File: config.mk
export PLATFORM = sky130hd
export DESIGN_NAME = uart_lite_responder
export DESIGN_NICKNAME = d
export VERILOG_FILES = /design/src/rtl/uart_lite_pkg.sv /design/src/rtl/uart_lite_responder_fifo.sv /design/src/rtl/uart_lite_responder.sv
export SDC_FILE = /design/constraint.sdc
export NUM_CORES = 1
export LEC_CHECK = 0
export CORE_AREA = 5 5 208 190
export CTS_BUF_LIST = sky130_fd_sc_hd__clkbuf_8
export CTS_CLUSTER_SIZE = 25
export DETAILED_ROUTE_END_ITERATION = 7
export DIE_AREA = 0 0 213 195
export GPL_ROUTABILITY_DRIVEN = 0
export SYNTH_ARGS = -nofsm -noshare
export SYNTH_HDL_FRONTEND = slang
export SYNTH_SLANG_ARGS = --single-unit
File: constraint.sdc
create_clock -name clk -period 8 [get_ports clk]
set_input_delay 1.2 -clock clk [delete_from_list [all_inputs] [get_ports clk]]
set_output_delay 1.2 -clock clk [all_outputs]
set_load 0.01 [all_outputs]
File: src/rtl/uart_lite_pkg.sv
// Shared register map, status/control bit positions, AXI response codes
// and FSM state encodings for the UART-Lite responder.
package uart_lite_pkg;

   localparam logic [3:0] RX_FIFO_OFS = 4'h0;
   localparam logic [3:0] TX_FIFO_OFS = 4'h4;
   localparam logic [3:0] STAT_OFS    = 4'h8;
   localparam logic [3:0] CTRL_OFS    = 4'hC;

   localparam int STAT_RX_VALID = 0;
   localparam int STAT_RX_FULL  = 1;
   localparam int STAT_TX_EMPTY = 2;
   localparam int STAT_TX_FULL  = 3;

   localparam int CTRL_TX_CLR = 0;
   localparam int CTRL_RX_CLR = 1;

   localparam logic [1:0] RESP_OKAY   = 2'b00;
   localparam logic [1:0] RESP_SLVERR = 2'b10;

   typedef logic [0:0] w_state_t;
   localparam w_state_t W_IDLE = 1'b0;
   localparam w_state_t W_RESP = 1'b1;

   typedef logic [1:0] r_state_t;
   localparam r_state_t R_IDLE = 2'd0;
   localparam r_state_t R_ADDR = 2'd1;
   localparam r_state_t R_DATA = 2'd2;

   function automatic logic [31:0] stat_word(
      input logic rx_valid,
      input logic rx_full,
      input logic tx_empty,
      input logic tx_full
   );
      logic [31:0] s;
      s                = '0;
      s[STAT_RX_VALID] = rx_valid;
      s[STAT_RX_FULL]  = rx_full;
      s[STAT_TX_EMPTY] = tx_empty;
      s[STAT_TX_FULL]  = tx_full;
      return s;
   endfunction

endpackage

File: src/rtl/uart_lite_responder_fifo.sv
// sync_fifo: single-clock FIFO with an extra pointer wrap bit and a
// synchronous clear that overrides same-cycle push and pop.
module sync_fifo
   import uart_lite_pkg::*;
#(
   parameter int WIDTH = 8,
   parameter int DEPTH = 16
) (
   input  logic             clk,
   input  logic             rst,
   input  logic             push,
   input  logic [WIDTH-1:0] din,
   input  logic             pop,
   input  logic             clear,
   output logic             full,
   output logic             empty,
   output logic [WIDTH-1:0] dout
);

   localparam int AW = $clog2(DEPTH);

   logic [WIDTH-1:0] r_mem [DEPTH];
   logic [AW:0]      r_wr_ptr;
   logic [AW:0]      r_rd_ptr;
   logic             w_push;
   logic             w_pop;

   assign empty = (r_wr_ptr == r_rd_ptr);
   assign full  = (r_wr_ptr[AW-1:0] == r_rd_ptr[AW-1:0]) &&
                  (r_wr_ptr[AW] != r_rd_ptr[AW]);

   // Flags come from the current pointers, so a same-cycle pop never
   // frees room for a push and a same-cycle push never feeds a pop.
   assign w_push = push & ~full;
   assign w_pop  = pop & ~empty;
   assign dout   = empty ? '0 : r_mem[r_rd_ptr[AW-1:0]];

   always_ff @(posedge clk) begin
      if (!rst || clear) begin
         r_wr_ptr <= '0;
         r_rd_ptr <= '0;
      end else begin
         if (w_push) r_wr_ptr <= r_wr_ptr + 1'b1;
         if (w_pop)  r_rd_ptr <= r_rd_ptr + 1'b1;
      end
   end

   always_ff @(posedge clk) begin
      if (w_push && !clear) r_mem[r_wr_ptr[AW-1:0]] <= din;
   end

endmodule

File: src/rtl/uart_lite_responder.sv
// AXI4-Lite UART-Lite register front end over TX/RX byte FIFOs.
// Define UART_LITE_CTRL_EN to make CTRL writes clear the FIFOs.
module uart_lite_responder
   import uart_lite_pkg::*;
#(
   parameter int FIFO_DEPTH = 16
) (
   input  logic        clk,
   input  logic        rst,
   input  logic [31:0] s_axi_awaddr,
   input  logic        s_axi_awvalid,
   output logic        s_axi_awready,
   input  logic [31:0] s_axi_wdata,
   input  logic [3:0]  s_axi_wstrb,
   input  logic        s_axi_wvalid,
   output logic        s_axi_wready,
   output logic [1:0]  s_axi_bresp,
   output logic        s_axi_bvalid,
   input  logic        s_axi_bready,
   input  logic [31:0] s_axi_araddr,
   input  logic        s_axi_arvalid,
   output logic        s_axi_arready,
   output logic [31:0] s_axi_rdata,
   output logic [1:0]  s_axi_rresp,
   output logic        s_axi_rvalid,
   input  logic        s_axi_rready,
   output logic [7:0]  tx_data,
   output logic        tx_valid,
   input  logic        tx_ready,
   input  logic [7:0]  rx_data,
   input  logic        rx_valid,
   output logic        rx_ready
);

   w_state_t    r_wstate;
   r_state_t    r_rstate;
   logic        r_awready;
   logic        r_wready;
   logic        r_aw_got;
   logic        r_w_got;
   logic [3:0]  r_awaddr;
   logic [7:0]  r_wdata;
   logic        r_wstrb0;
   logic        r_bvalid;
   logic [1:0]  r_bresp;
   logic        r_arready;
   logic        r_rvalid;
   logic [31:0] r_rdata;
   logic [1:0]  r_rresp;
   logic        r_live;

   logic        w_aw_hs;
   logic        w_w_hs;
   logic        w_wr_fire;
   logic [3:0]  w_waddr;
   logic [7:0]  w_wbyte;
   logic        w_wstrb0;
   logic [1:0]  w_bresp;
   logic        w_tx_push;
   logic        w_ctrl_wr;
   logic        w_tx_clr;
   logic        w_rx_clr;
   logic        w_rd_fire;
   logic [3:0]  w_raddr;
   logic [31:0] w_rdata;
   logic [1:0]  w_rresp;
   logic        w_rx_pop;
   logic        w_tx_full;
   logic        w_tx_empty;
   logic        w_rx_full;
   logic        w_rx_empty;
   logic [7:0]  w_rx_dout;
   logic        w_unused;

   assign w_unused = ^{s_axi_awaddr[31:4], s_axi_wdata[31:8],
                       s_axi_wstrb[3:1], s_axi_araddr[31:4]};

   assign s_axi_awready = r_awready;
   assign s_axi_wready  = r_wready;
   assign s_axi_bvalid  = r_bvalid;
   assign s_axi_bresp   = r_bresp;
   assign s_axi_arready = r_arready;
   assign s_axi_rvalid  = r_rvalid;
   assign s_axi_rdata   = r_rdata;
   assign s_axi_rresp   = r_rresp;

   assign tx_valid = ~w_tx_empty;
   assign rx_ready = r_live & ~w_rx_full;

   // Write channel: AW and W may complete in either order or together.
   assign w_aw_hs   = s_axi_awvalid & r_awready;
   assign w_w_hs    = s_axi_wvalid & r_wready;
   assign w_wr_fire = (r_wstate == W_IDLE) &
                      (r_aw_got | w_aw_hs) & (r_w_got | w_w_hs);
   assign w_waddr   = r_aw_got ? r_awaddr : s_axi_awaddr[3:0];
   assign w_wbyte   = r_w_got ? r_wdata : s_axi_wdata[7:0];
   assign w_wstrb0  = r_w_got ? r_wstrb0 : s_axi_wstrb[0];

   always_comb begin
      w_bresp   = RESP_OKAY;
      w_tx_push = 1'b0;
      w_ctrl_wr = 1'b0;
      if (w_waddr[1:0] != 2'b00) begin
         w_bresp = RESP_SLVERR;
      end else if (w_waddr == TX_FIFO_OFS && w_wstrb0) begin
         if (w_tx_full) w_bresp = RESP_SLVERR;
         else           w_tx_push = w_wr_fire;
      end else if (w_waddr == CTRL_OFS && w_wstrb0) begin
         w_ctrl_wr = w_wr_fire;
      end
   end

`ifdef UART_LITE_CTRL_EN
   assign w_tx_clr = w_ctrl_wr & w_wbyte[CTRL_TX_CLR];
   assign w_rx_clr = w_ctrl_wr & w_wbyte[CTRL_RX_CLR];
`else
   logic w_unused_ctrl;
   assign w_unused_ctrl = w_ctrl_wr;
   assign w_tx_clr      = 1'b0;
   assign w_rx_clr      = 1'b0;
`endif

   always_ff @(posedge clk) begin
      if (!rst) begin
         r_wstate  <= W_IDLE;
         r_awready <= 1'b0;
         r_wready  <= 1'b0;
         r_aw_got  <= 1'b0;
         r_w_got   <= 1'b0;
         r_awaddr  <= '0;
         r_wdata   <= '0;
         r_wstrb0  <= 1'b0;
         r_bvalid  <= 1'b0;
         r_bresp   <= RESP_OKAY;
      end else begin
         unique case (r_wstate)
            W_IDLE: begin
               r_awready <= s_axi_awvalid & ~r_aw_got & ~r_awready;
               r_wready  <= s_axi_wvalid & ~r_w_got & ~r_wready;
               if (w_aw_hs) begin
                  r_aw_got <= 1'b1;
                  r_awaddr <= s_axi_awaddr[3:0];
               end
               if (w_w_hs) begin
                  r_w_got  <= 1'b1;
                  r_wdata  <= s_axi_wdata[7:0];
                  r_wstrb0 <= s_axi_wstrb[0];
               end
               if (w_wr_fire) begin
                  r_aw_got  <= 1'b0;
                  r_w_got   <= 1'b0;
                  r_awready <= 1'b0;
                  r_wready  <= 1'b0;
                  r_bvalid  <= 1'b1;
                  r_bresp   <= w_bresp;
                  r_wstate  <= W_RESP;
               end
            end
            W_RESP: begin
               if (s_axi_bready) begin
                  r_bvalid <= 1'b0;
                  r_bresp  <= RESP_OKAY;
                  r_wstate <= W_IDLE;
               end
            end
         endcase
      end
   end

   // Read channel: decode and RX pop happen on the edge that ends arready.
   assign w_rd_fire = (r_rstate == R_ADDR) & s_axi_arvalid;
   assign w_raddr   = s_axi_araddr[3:0];

   always_comb begin
      w_rdata  = '0;
      w_rresp  = RESP_OKAY;
      w_rx_pop = 1'b0;
      if (w_raddr[1:0] != 2'b00) begin
         w_rresp = RESP_SLVERR;
      end else if (w_raddr == RX_FIFO_OFS) begin
         w_rdata  = {24'd0, w_rx_dout};
         w_rx_pop = w_rd_fire & ~w_rx_empty;
      end else if (w_raddr == STAT_OFS) begin
         w_rdata = stat_word(~w_rx_empty, w_rx_full, w_tx_empty, w_tx_full);
      end
   end

   always_ff @(posedge clk) begin
      if (!rst) begin
         r_rstate  <= R_IDLE;
         r_arready <= 1'b0;
         r_rvalid  <= 1'b0;
         r_rdata   <= '0;
         r_rresp   <= RESP_OKAY;
      end else begin
         unique case (r_rstate)
            R_IDLE: begin
               if (s_axi_arvalid) begin
                  r_arready <= 1'b1;
                  r_rstate  <= R_ADDR;
               end
            end
            R_ADDR: begin
               r_arready <= 1'b0;
               if (w_rd_fire) begin
                  r_rdata  <= w_rdata;
                  r_rresp  <= w_rresp;
                  r_rvalid <= 1'b1;
                  r_rstate <= R_DATA;
               end else begin
                  r_rstate <= R_IDLE;
               end
            end
            R_DATA: begin
               if (s_axi_rready) begin
                  r_rvalid <= 1'b0;
                  r_rdata  <= '0;
                  r_rresp  <= RESP_OKAY;
                  r_rstate <= R_IDLE;
               end
            end
            default: r_rstate <= R_IDLE;
         endcase
      end
   end

   always_ff @(posedge clk) begin
      if (!rst) r_live <= 1'b0;
      else      r_live <= 1'b1;
   end

   sync_fifo #(
      .WIDTH (8),
      .DEPTH (FIFO_DEPTH)
   ) u_tx_fifo (
      .clk   (clk),
      .rst   (rst),
      .push  (w_tx_push),
      .din   (w_wbyte),
      .pop   (tx_valid & tx_ready),
      .clear (w_tx_clr),
      .full  (w_tx_full),
      .empty (w_tx_empty),
      .dout  (tx_data)
   );

   sync_fifo #(
      .WIDTH (8),
      .DEPTH (FIFO_DEPTH)
   ) u_rx_fifo (
      .clk   (clk),
      .rst   (rst),
      .push  (rx_valid & rx_ready),
      .din   (rx_data),
      .pop   (w_rx_pop),
      .clear (w_rx_clr),
      .full  (w_rx_full),
      .empty (w_rx_empty),
      .dout  (w_rx_dout)
   );

endmodule
# Word-level counts from Yosys, hierarchy flattened

Memory sizes are Yosys's and may differ from the RTL's. A register that Yosys moved wholly into a read port is not among the register bits.
Cells that the tools add are included.

Register bits: 80
Bits in latches: 0
RAM bits: 256
Memory bits (read-only): 0
Input bits: 117
Output and inout port bits: 51
Word-level logic and storage cells: 143
Memories kept: 2

Add/subtract/negate cells: 4
Multipliers: 0
Div/mod/pow operators: 0
Magnitude comparators: 0
Equality and inequality tests: 15
Shifts and indexed selects: 0
Muxes and demuxes: 55
Bitwise gates (word level): 28
Reductions and logical operators: 19

Memories:

| memory          | words | bits a word | read ports | clocked after memory_dff | write ports | line                           | RTL |
|---|---|---|---|---|---|---|---|
| u_rx_fifo.r_mem | 16    | 8           | 1          | 1                        | 1           | uart_lite_responder_fifo.sv:22 | `logic [WIDTH-1:0] r_mem [DEPTH];` |
| u_tx_fifo.r_mem | 16    | 8           | 1          | 1                        | 1           | uart_lite_responder_fifo.sv:22 |  |

Operator list:

| kind                                                             | number |
|---|---|
| 32-bit 2-to-1 mux                                                | 2 |
| 32-bit one-hot mux with 2 select lines                           | 1 |
| 8-bit 2-to-1 mux                                                 | 5 |
| 1-bit 2-to-1 mux                                                 | 24 |
| 4-bit 2-to-1 mux                                                 | 6 |
| 5-bit by 1-bit adder with 5-bit output (second input constant)   | 4 |
| 2-bit 2-to-1 mux                                                 | 10 |
| 1-bit AND                                                        | 17 |
| 2-bit AND reduction                                              | 7 |
| 2-bit nonzero test                                               | 6 |
| 5-bit == test                                                    | 2 |
| 2-bit inequality test (second input constant)                    | 5 |
| 1-bit inverter                                                   | 9 |
| 4-bit == test                                                    | 2 |
| 1-bit one-hot mux with 2 select lines                            | 4 |
| 2-bit one-hot mux with 2 select lines                            | 2 |
| 2-bit one-hot mux with 3 select lines                            | 1 |
| 4-bit by 3-bit == test with 1-bit output (second input constant) | 1 |
| 4-bit == test (second input constant)                            | 1 |
| 4-bit zero test                                                  | 1 |
| 1-bit logical AND                                                | 3 |
| 3-bit AND reduction                                              | 1 |
| 2-bit by 1-bit == test with 1-bit output (second input constant) | 1 |
| 2-bit == test (second input constant)                            | 1 |
| 3 further kinds                                                  | 5 |

# Depth between registers and ports, before layout

Gate-level depths: netlist (run 1).

Depth after elaboration: 10
Mapped depth: 7
Mapped depth without buffers: 5

# Hierarchy

Synthesis (run 1) repeated with hierarchy kept, for this count alone.

Cell total of the unflattened synthesis: 875
Area total of the unflattened synthesis: 13,611.8 µm²

Modules (own cells, without submodules):

| module              | instances | cells an instance | area each (µm²) | seq. area each (µm²) |
|---|---|---|---|---|
| sync_fifo           | 2         | 344               | 5,930.7         | 4,124.0 |
| uart_lite_responder | 1         | 187               | 1,750.4         | 680.7 |

# Least setup slack after synthesis (run 1)

OpenSTA, ideal clock, no wires.

Path type: input-to-reg
Start point: input port s_axi_awaddr[0]
End point: memory u_tx_fifo.r_mem[3][0] (enable)
Library setup time: 0.383 ns
Arrival: 2.993 ns
Data required time: 7.617 ns
Slack: 4.624 ns
Cell stages on the path: 5
Path buffers: 0
Cells stage by stage: or3_1 o32a_1 a2111oi_4 nand2_1 nor3_1

Longest elaborated chain between the ends: 8
Elaborated cells between the ends (all ways): 9
Classes of those cells: eq/ne: 1; mux: 5; bitwise: 1; reduce/logical: 2

Ends and longest elaborated chain:

| what                                     | line                           | RTL |
|---|---|---|
| start: declaration                       | uart_lite_responder.sv:10      | `input logic [31:0] s_axi_awaddr,` |
| 4-bit 2-to-1 mux *                       | uart_lite_responder.sv:95      | `assign w_waddr = r_aw_got ? r_awaddr : s_axi_awaddr[3:0];` |
| 4-bit by 3-bit == test with 1-bit output | uart_lite_responder.sv:105     | `end else if (w_waddr == TX_FIFO_OFS && w_wstrb0) begin` |
| 1-bit logical AND                        | uart_lite_responder.sv:105     |  |
| 1-bit 2-to-1 mux                         | uart_lite_responder.sv:105     |  |
| 1-bit 2-to-1 mux *                       | uart_lite_responder.sv:103     | `if (w_waddr[1:0] != 2'b00) begin` |
| 1-bit AND *                              | uart_lite_responder_fifo.sv:34 | `assign w_push = push & ~full;` |
| 1-bit 2-to-1 mux *                       | uart_lite_responder_fifo.sv:49 | `if (w_push && !clear) r_mem[r_wr_ptr[AW-1:0]] <= din;` |
| 1-bit 2-to-1 mux (implied by the code) * | uart_lite_responder_fifo.sv:49 |  |
| end: declaration                         | uart_lite_responder_fifo.sv:22 |  |

Every way passes the cells marked *; elsewhere a longest branch is shown, timed or not.

==> results of run 1 <==
sequential cells by signal, indices dropped and copies added, names as in the netlist, 2 cells and up, named ones only:
signal and cells:
r_rstate 2, u_rx_fifo.r_wr_ptr 5, s_axi_rdata 8, u_tx_fifo.r_rd_ptr 5, u_tx_fifo.r_mem 128, u_rx_fifo.r_rd_ptr 5, u_tx_fifo.r_wr_ptr 5, r_awaddr 4
u_rx_fifo.r_mem 128, r_wdata 8
critical path: stages (launching register included):
cell and delay, ps:
dfxtp_2 310, buf_4 510, mux4_2 660, mux4_2 490, nor2b_1 150, clkdlybuf4s50_1 520
metal layers:
layer / vias up / wire (microns) / share of wire
met5: - / 0 / 0
met4: 0 / 546 / 0.020
met3: 43 / 1188 / 0.043
met2: 155 / 12700 / 0.46
met1: 3386 / 13180 / 0.48
li1: 3130 / - / -
metrics by stage:
| stage | worst slack (ps) | power [mW] |
|---|---|---|
| final | 3549 | 3.224 |
| after global routing | 3333 | 3.354 |
| after CTS | 3428 | 3.265 |
| after detailed placement | 3735 | 1.953 |
| after global placement | 3809 | 1.949 |
| after floorplan | 4624 | 1.904 |
path summary, 6_finish.rpt:
check / start / to / slack [ps] / cells past startpoint
hold / removal: s_axi_rdata[7] / s_axi_rdata[7] / 460 / 2
setup / recovery: register / tx_data[1] / 3550 / 5
hold reg to reg: s_axi_rdata[7] / s_axi_rdata[7] / 460 / 2
setup reg to reg: r_w_got / u_tx_fifo.r_mem[9][3] / 4830 / 5
report_power, final:
part,total (mW),switching [mW],internal (mW)
logic,0.108,0.0673,0.0405
registers,1.81,0.00809,1.80
clock network,1.31,0.624,0.682
cell families (layout without fill, tap and decap cells):
kind of cell	count (synthesis)	in the layout	share of synthesized area
AOI/OAI and AO/OA	73	73	0.03856
xor gates and xnor gates	20	20	0.01363
adders and majority gates	10	10	0.009737
buffers and inverters	74	174	0.03106
DFF	318	318	0.6948
muxes	103	103	0.1454
other	1	27	0.0002918
and+or+nand+nor	175	175	0.06651
placed cells by master, fill, tap and decap left out, types with 22 or more instances in the layout:
| cell | instances |
|---|---|
| edfxtp_1 | 256 |
| mux4_2 | 65 |
| nor2_1 | 62 |
| dfxtp_1 | 59 |
| clkdlybuf4s50_1 | 58 |
| clkbuf_8 | 53 |
| nand2_1 | 41 |
| inv_1 | 39 |
| conb_1 | 26 |
| a21oi_1 | 22 |
layout make-up:
cell class,count,area (sq um)
Multi-Input combinational cell,407,3636
Tap cell,483,604.3
Timing Repair Buffer,66,640.6
Clock buffer,53,729.5
Clock inverter,42,236.5
Antenna cell,1,2.502
Fill cell,3355,22140
Sequential cell,318,8932
Inverter,13,48.80
==> results_dict.tcl, run 1 <==
set metrics [dict create \
    status "finished, final reports clean" \
    worst_pin_slew_ps 1150 \
    synth-seq-cells 318 \
    place_inst 1287 \
    slew-limit-headroom 0.2284 \
    core_area_sq_mm 0.03697 \
    clk_pin_slew_ps 60 \
    cts_setup_buffers 0 \
    place_area_sq_mm 0.01386 \
    drtPass1Iterations 7 \
    nNetsFinal 984 \
    drtAntennaViolNets 0 \
    die_w_microns 213 \
    die-height_microns 195 \
    stdcell_area_sq_mm 0.01483 \
    rsz0062_at_grt "no" \
    synthArstFlopShare 0 \
    drc 0 \
    yosys.cell_types.count 57 \
    crit_fanout 32 \
    ctsHoldBuffers 0 \
    worst_hold_slack_ps 464.2 \
    cts-root-buf "clkbuf_8" \
    yosysMostFrequentCell "edfxtp_1" \
    avgSynthCellArea_sq_um 16.60 \
    rows 67 \
    grt_pass1_wl_microns 42450 \
    drt_iter0_drc 419 \
    start_util 0.3476 \
    met3_usage 0.02343 \
    setup_violations 0 \
    top_usage_layer "met2" \
    post-route-util 0.4012 \
    grt_overflow 0 \
    finalMaxSlewViolations 0 \
    crit_type "register to output pin" \
    yosys_most_used_dff "edfxtp_1" \
    grt_max_degree 47 \
    hpwl_microns 17720 \
    cts_max_level 2 \
    synth_top_area_frac 0.5982 \
    setup_tns_ps 0 \
    power.leakage_nw 4.908 \
    cts_tree "yes" \
    clock-sinks 318 \
    max-cap-violations 0 \
    final_cells 1383 \
    hold_path.class "register to register" \
    place.port_buffers 58 \
    synthCells 774 \
    critical_path_required_ps 6800 \
    fin_crit_ps 4451 \
    cts_buffer_depth 3 \
    skew_ps 41.76 \
    synth_area_sq_mm 0.01285 \
    synth_edf_count 256 \
    io_pins 168 \
    yosysWarnings 0 \
    antenna_found_initial 1 \
    yosysSeqAreaShare 0.6948 \
    worstPathArrival_ps 3250 \
    finalHoldViolCount 0 \
    grt_pass1_vias 7051 \
    vdd_drop_max_uv 111.2 \
    drt-total-wl_microns 27610 \
    vias 6714 \
    synth_common_cells "edfxtp_1, mux4_2, dfxtp_1, nor2_1, nand2_1" \
    endpoint_kind "output pin" \
    start_kind "register" \
    die-area_sq_mm 0.04154 \
    cts_buffers 51 \
    track_usage 0.1319 \
    power_density_mw_per_mm2 217.4 \
    grtUsageMet2 0.2016 \
    insertion_delay_ps 580 \
    synth_area_leader_cell "edfxtp_1" \
    area.growth.synth_to_final_pct 15.41 \
    post_cts_resized 0 \
    ys_top_cells_by_area "edfxtp_1, mux4_2, dfxtp_1" \
    routed_via_density 4.855 \
    drive_gt1_frac 0.1858 \
    fin_crit_sh 0.5564 \
    avgRoutedWirePerCell_microns 19.97 \
    grt_use_met1 0.1953 \
    fmax_mhz 224.7 \
]
(Power assumes the default switching activity.)
==> run 2, diff against run 1 <==
==> constraint.sdc (replaced) <==
create_clock -name clk -period 4.1 [get_ports clk]
set_input_delay 0.615 -clock clk [delete_from_list [all_inputs] [get_ports clk]]
set_output_delay 0.615 -clock clk [all_outputs]
set_load 0.01 [all_outputs]
==> run 2 against run 1 <==
Clock power increased by 100%; sequential share of layout area decreased by 0.67 points; die area unchanged; sequential power increased by 95%; via count increased by 1.5%; largest power group unchanged; highest routed layer is now met5.
==> results_dict.tcl, run 2 (synthesized netlist as in run 1, its figures left out) <==
set metrics [dict create \
    endpoint_kind "output pin" \
    setup_violations 0 \
    antenna_found_initial 2 \
    grt_max_degree 44 \
    skew_ps 18.20 \
    area.growth.synth_to_final_pct 16.72 \
    clk_pin_slew_ps 60 \
    track_usage 0.1318 \
    grt_pass1_vias 6921 \
    place.port_buffers 58 \
    io_pins 168 \
    start_util 0.3476 \
    fin_crit_ps 3571 \
    stdcell_area_sq_mm 0.01500 \
    fin_ws_ps 529.0 \
    avgRoutedWirePerCell_microns 19.55 \
    power.total_mw 6.357 \
    drc 0 \
    place_area_sq_mm 0.01400 \
    final_common_cell "edfxtp_1" \
    hold_path.class "register to register" \
    cts_tree "yes" \
    core_area_sq_mm 0.03697 \
    status "finished, final reports clean" \
    grt_pass1_wl_microns 42160 \
    vias 6817 \
    cts_max_level 2 \
    setup_tns_ps 0 \
    hold_depth 2 \
    slew-limit-headroom 0.3032 \
    rows 67 \
    worst_pin_slew_ps 1038 \
    power_density_mw_per_mm2 423.9 \
    final_cells 1404 \
    fmax_mhz 280.0 \
    finalMaxSlewViolations 0 \
    start_kind "register" \
    crit_fanout 32 \
    cts_buffers 52 \
    cts_buffer_depth 3 \
    rsz0062_at_grt "no" \
    die-area_sq_mm 0.04154 \
    reg2reg_depth 7 \
    die_w_microns 213 \
    die-height_microns 195 \
    finalHoldViolCount 0 \
    cts-root-buf "clkbuf_8" \
    cts_setup_buffers 0 \
    drive_gt1_frac 0.2065 \
    post_cts_resized 0 \
    layout_common_cells "edfxtp_1, mux4_2, nor2_1" \
    crit_type "register to output pin" \
    place_inst 1307 \
    routed_via_density 4.855 \
    place_ws_ps 837.6 \
    power.leakage_nw 4.985 \
    drt-total-wl_microns 27450 \
    drtPass1Iterations 5 \
    ctsHoldBuffers 0 \
    insertion_delay_ps 590 \
    hpwl_microns 17980 \
    grt_overflow 0 \
    drt_iter0_drc 383 \
    drtAntennaViolNets 0 \
    worst_hold_slack_ps 457.4 \
    nNetsFinal 1005 \
    vdd_drop_max_uv 201.0 \
    post-route-util 0.4057 \
    fin_crit_sh 0.8710 \
    critical_path_required_ps 3480 \
    clock-sinks 318 \
    max-cap-violations 0 \
    worstPathArrival_ps 2960 \
]
-- run 2: changes by cell type in the layout (fill, tap and decap cells not counted), sizes merged --
| cell | previous run | this run |
|---|---|---|
| buf | 8 | 28 |
| clkbuf | 53 | 55 |
| clkinv | 12 | 20 |
| inv | 41 | 32 |
-- run 2: worst paths after layout --
check | startpoint | end | slack (ps)
setup / recovery | register | tx_data[1] | 530
hold / removal | s_axi_rdata[7] | s_axi_rdata[7] | 460
setup reg to reg | r_w_got | u_tx_fifo.r_mem[10][6] | 1280
hold reg to reg | s_axi_rdata[7] | s_axi_rdata[7] | 460
-- run 2: area by class of cell --
type | instances | area, sq um
diodes | 1 | 2.502
inverters | 13 | 48.80
clock buffers | 55 | 757.0
multi-input cells | 407 | 3616
repair buffers | 86 | 803.3
fillers | 3351 | 21970
clock inverters | 41 | 234.0
flip-flops and latches | 318 | 8932
well taps | 483 | 604.3
-- run 2: where the power goes --
part | total [mW] | internal (mW) | switching (mW) | leakage, nW
Sequential | 3.53 | 3.51 | 0.0161 | 2.81
Clock | 2.62 | 1.38 | 1.24 | 0.581
Combinational | 0.210 | 0.0799 | 0.130 | 1.59
-- run 2: metal layers --
metal | up-vias | share of wire | routed length [microns] | GRT usage
li1 | 3169 | - | - | -
met1 | 3452 | 0.46 | 12750 | 0.1935
met2 | 157 | 0.46 | 12620 | 0.1986
met3 | 37 | 0.059 | 1630 | 0.03033
met4 | 2 | 0.016 | 444 | 0.03532
met5 | - | 0.00047 | 13 | 0
-- run 2: worst max-delay path, stage by stage (launching register included) --
cell             delay (ps)
dfxtp_2                 340
buf_12                  260
mux4_2                  610
mux4_2                  490
nor2b_1                 150
clkdlybuf4s50_1         480
